## config.mk

```make
export PLATFORM = sky130hd
export DESIGN_NAME = alu_exec
export DESIGN_NICKNAME = d
export VERILOG_FILES = /design/src/rtl/alu_exec.sv
export SDC_FILE = /design/constraint.sdc
export NUM_CORES = 1
export LEC_CHECK = 0
export ABC_AREA = 1
export ABC_CLOCK_PERIOD_IN_PS = 1400
export CORE_MARGIN = 4
export CORE_UTILIZATION = 40
export DETAILED_ROUTE_END_ITERATION = 10
export PLACE_DENSITY = 0.77
export SLEW_MARGIN = 20
export SYNTH_ARGS = -nofsm -noshare
export SYNTH_HDL_FRONTEND = slang
export SYNTH_SLANG_ARGS = --single-unit
```

## constraint.sdc

```tcl
create_clock -name clk_i -period 1.4 [get_ports clk_i]
set_input_delay 0.28 -clock clk_i [delete_from_list [all_inputs] [get_ports clk_i]]
set_output_delay 0.28 -clock clk_i [all_outputs]
set_load 0.01 [all_outputs]
```

## src/rtl/alu_exec.sv

```systemverilog
`default_nettype none
// ============================================================================
//  Module      : alu_exec
//  Description : 8080 execute sequencer; drives ALU operands/enables and
//                captures result and flags into ACC, result register and PSW.
//  Revision    : 1.0 - initial release
// ============================================================================
module alu_exec #(
    parameter logic [7:0] PSW_RST = 8'h02
) (
    input  logic       clk_i,
    input  logic       rst_i,
    input  logic       req_valid_i,
    output logic       req_ready_o,
    input  logic [3:0] req_op_i,
    input  logic [7:0] req_opnd_i,
    input  logic       req_cmp_i,
    input  logic       acc_load_i,
    input  logic [7:0] acc_dat_i,
    input  logic       psw_load_i,
    input  logic [7:0] psw_dat_i,
    output logic [7:0] a_dat_o,
    output logic [7:0] b_dat_o,
    output logic [3:0] alu_sel_o,
    output logic       alu_out_o,
    output logic       flag_out_o,
    input  logic [7:0] alu_dat_i,
    input  logic [3:0] flag_i,
    output logic [7:0] acc_o,
    output logic [7:0] res_dat_o,
    output logic [7:0] psw_o,
    output logic       cy_o,
    output logic       done_o
);

    typedef enum logic [1:0] {
        ST_IDLE  = 2'd0,
        ST_DRIVE = 2'd1,
        ST_CAPT  = 2'd2
    } state_t;

    state_t     r_state;
    state_t     w_state_nxt;

    logic [7:0] r_acc;
    logic [7:0] r_res;
    logic [7:0] r_psw;
    logic [7:0] r_opnd;
    logic [3:0] r_op;
    logic       r_cmp;
    logic       r_en;
    logic       r_done;

    logic       w_z;
    logic       w_s;
    logic       w_p;
    logic       w_cy;
    logic       w_acc_wr;
    logic       w_res_wr;
    logic [7:0] w_psw_new;

    always_ff @(posedge clk_i) begin
        if (rst_i) begin
            r_state <= ST_IDLE;
        end else begin
            r_state <= w_state_nxt;
        end
    end

    always_comb begin
        w_state_nxt = r_state;
        case (r_state)
            ST_IDLE:  if (req_valid_i) w_state_nxt = ST_DRIVE;
            ST_DRIVE: w_state_nxt = ST_CAPT;
            ST_CAPT:  w_state_nxt = ST_IDLE;
            default:  w_state_nxt = ST_IDLE;
        endcase
    end

    // ALU flag bus is {nonzero, sign, odd-parity, carry}; PSW wants Z and even P
    assign w_z  = ~flag_i[3];
    assign w_s  = flag_i[2];
    assign w_p  = ~flag_i[1];
    assign w_cy = flag_i[0];

    // PSW layout {S, Z, 0, AC, 0, P, 1, CY}; AC is only ever carried through
    always_comb begin
        w_acc_wr  = 1'b0;
        w_res_wr  = 1'b1;
        w_psw_new = r_psw;
        case (r_op)
            4'h0, 4'h1: begin
                w_psw_new = {w_s, w_z, 1'b0, r_psw[4], 1'b0, w_p, 1'b1, r_psw[0]};
            end
            4'h2, 4'h3, 4'h4, 4'h5: begin
                w_psw_new = {w_s, w_z, 1'b0, r_psw[4], 1'b0, w_p, 1'b1, w_cy};
                w_acc_wr  = ~r_cmp;
            end
            4'h6, 4'h7, 4'h8: begin
                w_psw_new = {w_s, w_z, 1'b0, r_psw[4], 1'b0, w_p, 1'b1, 1'b0};
                w_acc_wr  = ~r_cmp;
            end
            4'h9, 4'hA, 4'hB, 4'hC: begin
                w_psw_new = {r_psw[7:1], w_cy};
                w_acc_wr  = 1'b1;
            end
            4'hD: begin
                w_acc_wr  = 1'b1;
            end
            default: begin
                w_psw_new = {r_psw[7:1], w_cy};
                w_res_wr  = 1'b0;
            end
        endcase
    end

    always_ff @(posedge clk_i) begin
        if (rst_i) begin
            r_acc  <= 8'h00;
            r_res  <= 8'h00;
            r_psw  <= PSW_RST;
            r_opnd <= 8'h00;
            r_op   <= 4'h0;
            r_cmp  <= 1'b0;
            r_en   <= 1'b0;
            r_done <= 1'b0;
        end else begin
            r_done <= 1'b0;
            r_en   <= (w_state_nxt != ST_IDLE);
            case (r_state)
                ST_IDLE: begin
                    if (acc_load_i) begin
                        r_acc <= acc_dat_i;
                    end
                    if (psw_load_i) begin
                        r_psw <= {psw_dat_i[7:6], 1'b0, psw_dat_i[4], 1'b0,
                                  psw_dat_i[2], 1'b1, psw_dat_i[0]};
                    end
                    if (req_valid_i) begin
                        r_op   <= req_op_i;
                        r_opnd <= req_opnd_i;
                        r_cmp  <= req_cmp_i;
                    end
                end
                ST_CAPT: begin
                    r_done <= 1'b1;
                    r_psw  <= w_psw_new;
                    if (w_acc_wr) begin
                        r_acc <= alu_dat_i;
                    end
                    if (w_res_wr) begin
                        r_res <= alu_dat_i;
                    end
                end
                default: ;
            endcase
        end
    end

    assign req_ready_o = (r_state == ST_IDLE) && !rst_i;
    assign a_dat_o     = r_acc;
    assign b_dat_o     = r_opnd;
    assign alu_sel_o   = r_op;
    assign alu_out_o   = r_en;
    assign flag_out_o  = r_en;
    assign acc_o       = r_acc;
    assign res_dat_o   = r_res;
    assign psw_o       = r_psw;
    assign cy_o        = r_psw[0];
    assign done_o      = r_done;

endmodule
`default_nettype wire

```

==> impl_metrics.env <==
export IMPL_cts_setup_buffers=0
export IMPL_grt_pass1_wl_microns=7710
export IMPL_period_needed_ps=1350
export IMPL_avgRoutedWirePerCell_microns=11.7
export IMPL_syn_inst=255
export IMPL_required_ps=1120
export IMPL_worst_slack_ps=50.5
export IMPL_vias_per_cell=4.65
export IMPL_rr_startpoint="r_state[0]$_SDFF_PP0_"
export IMPL_power_share_sequential_pct=45.4
export IMPL_cts_hold_buf=0
export IMPL_power_switching_mw=0.776
export IMPL_hpwl_microns=3510
export IMPL_grt_pass1_vias=1703
export IMPL_layout_nets=385
export IMPL_power_density_nw_per_um2=981
export IMPL_finalSetupViolations=0
export IMPL_drc=0
export IMPL_hold_violations=0
export IMPL_cp_end_kind="output port"
export IMPL_clock_latency_ps=290
export IMPL_post_synth_num_cell_types=27
export IMPL_fin_cells=392
export IMPL_area_growth_syn_to_layout_pct=51.9
export IMPL_cp_start_kind="primary input"
export IMPL_post_route_util_pct=63.7
export IMPL_switching_share_pct=27.9
export IMPL_min_from="psw_o[1]$_SDFFE_PP1P_"
export IMPL_cts_buffers=5
export IMPL_ys_warn_count=0
export IMPL_crit_type="in -> out"
export IMPL_drtIter0Drc=79
export IMPL_antenna_found_initial=0
export IMPL_fp_dieH_microns=76.3
export IMPL_grt_overflow_total=0
export IMPL_drive_gt1_share_pct=15.3
export IMPL_vdd_ir_drop_max_v=0.000537
export IMPL_path_cells="clkdlybuf4s50_1, nor3_1, buf_2"
export IMPL_fmax_mhz=741
export IMPL_rsz0062_at_grt="yes"
export IMPL_ys_seq_area_share_pct=41.9
export IMPL_fp_dieW_microns=76.3
export IMPL_rows=24
export IMPL_dieArea_sq_um=5820
export IMPL_grt_use_total_pct=16.2
export IMPL_worst_path_max_fanout=2
export IMPL_clock_skew_ps=3.56
export IMPL_synth_area_leaders="dfxtp_1 (42%), nor2_1 (10%), nand2_1 (7.7%)"
export IMPL_p_comb_share_pct=24.9
export IMPL_clockBufferDepth=2
export IMPL_dp_cells=384
export IMPL_ys_ff_latch=39
export IMPL_internal_power_mw=2.00
export IMPL_worstSetupStartpoint="rst_i"
export IMPL_worstHoldPathType="reg -> reg"
export IMPL_ff2ff_setup_slack_ps=80
export IMPL_clkPwrFrac_pct=29.8
export IMPL_yosys_area_top_type_share_pct=41.9
export IMPL_vias=1824
export IMPL_max_cap_viol_count=0
export IMPL_core_area_sq_um=4440
export IMPL_cts_sinks=39
export IMPL_yosys_area_top_type="dfxtp_1"
export IMPL_gp_congestion=0.814
export IMPL_status="completed"
export IMPL_cp_arrival_ps=1070
export IMPL_syn_area_per_cell_sq_um=7.31
export IMPL_cp_slowest_cell="clkdlybuf4s50_1"
export IMPL_fin_crit_sh_pct=96.4
export IMPL_synth_area_sq_um=1860
export IMPL_clk_pin_slew_ps=70
export IMPL_cts_tree="done"
export IMPL_dr_pass1_iters=4
export IMPL_ios=95
export IMPL_ant_nets=0
export IMPL_initial_core_util_pct=41.9
export IMPL_slowest_delay_ps=470
export IMPL_root_buffer="clkbuf_8"
export IMPL_p_leak_nw=1.39
export IMPL_cts_max_level=2
export IMPL_portBuffers=89
export IMPL_insertedDiodeCount=0
export IMPL_pre_cts_slack_ps=-348
export IMPL_wl_microns=4590
export IMPL_grt_start_max_net_pins=21
export IMPL_slew_viol_final=0
[layout by cell type, fill, tap and decap left out, drive strengths merged]
master,count
clkinv,1
a21oi,15
buf,10
dfxtp,39
o21ai,29
inv,26
nand3,15
clkdlybuf4s50,42
dlygate4sd2,46
clkbuf,8
nand2,44
a211oi,7
nor3,1
conb,2
or2,1
nor2,54
[cell families after synthesis]
group	after synthesis	synth area share, %
compound gates	51	17.0
buf+inv	49	14.2
other cells	1	0.201
flops	39	41.9
simple gates	115	26.8
[path summary, 6_finish.rpt]
path / cells past startpoint / to
hold reg to reg: 2 / psw_o[1]$_SDFFE_PP1P_
setup reg to reg: 8 / psw_o[7]$_SDFFE_PP0P_
hold / removal: 2 / psw_o[1]$_SDFFE_PP1P_
setup / recovery: 3 / req_ready_o
[Yosys cell counts]
library cell and n:
nor2_1 50, dfxtp_1 39, nand2_1 38, o21ai_0 22, inv_1 21, buf_4 13
nand3_1 13, a21oi_2 9, o21ai_1 7, a21oi_1 6, a211oi_1 5, inv_2 5
nand2_2 5, buf_2 4, nor2_2 3, a211oi_2 2, clkbuf_1 2, nand3_2 2
buf_1 1, buf_12 1, buf_6 1, conb_1 1, inv_4 1, nand2_4 1
nor2_4 1, nor3_1 1, or2_2 1
[layout make-up]
class / count / area (sq um)
inverter: 27 / 105
clock buffer: 8 / 100
multi-input combinational: 168 / 840
sequential: 39 / 786
tap: 52 / 65.1
fill: 408 / 1610
timing repair buffer: 98 / 937
[worst max-delay path: cells and delay by family]
family,cells,cell delay (ps)
buf+inv,2,640
simple gates,1,150
[layer usage]
layer / vias up / GRT usage, % / part of all wire, %
met5: - / 0 / 0
met4: 0 / 4.89 / 1.2
li1: 962 / - / -
met3: 8 / 8.98 / 12
met2: 72 / 27.0 / 46
met1: 782 / 17.7 / 41
[metrics by stage]
step / TNS [ps] / hold slack, ps / area, sq um / total power, mW
6_report: 0 / 468 / 2830 / 2.78
5_1_grt: -186 / 510 / 2830 / 2.96
4_1_cts: 0 / 475 / 2810 / 2.82
3_5_place_dp: -4080 / 461 / 2770 / 2.05
3_3_place_gp: -3900 / 459 / 2770 / 2.04
2_1_floorplan: 0 / 358 / 1870 / 1.67
[flip-flops by register name, summed over array words and instances, names as in the netlist]
register / count
a_dat_o: 8
alu_out_o: 1
alu_sel_o: 4
b_dat_o: 8
done_o: 1
psw_o: 6
r_cmp: 1
r_state: 2
res_dat_o: 8
[what timing repair did]
item | 4_1_cts | 5_1_grt
resized for setup | 54 | 7
endpoints found under the hold margin | 0 | 0
endpoints found under the setup margin | 47 | 19
[power by group through the flow]
stage	clock network (mW)	registers, mW	logic [mW]
6_report	0.827	1.26	0.691
3_5_place_dp	0	1.29	0.763
5_1_grt	0.914	1.27	0.771
2_1_floorplan	0	1.32	0.350
3_3_place_gp	0	1.28	0.756
4_1_cts	0.871	1.26	0.689
(Power assumes the default switching activity.)
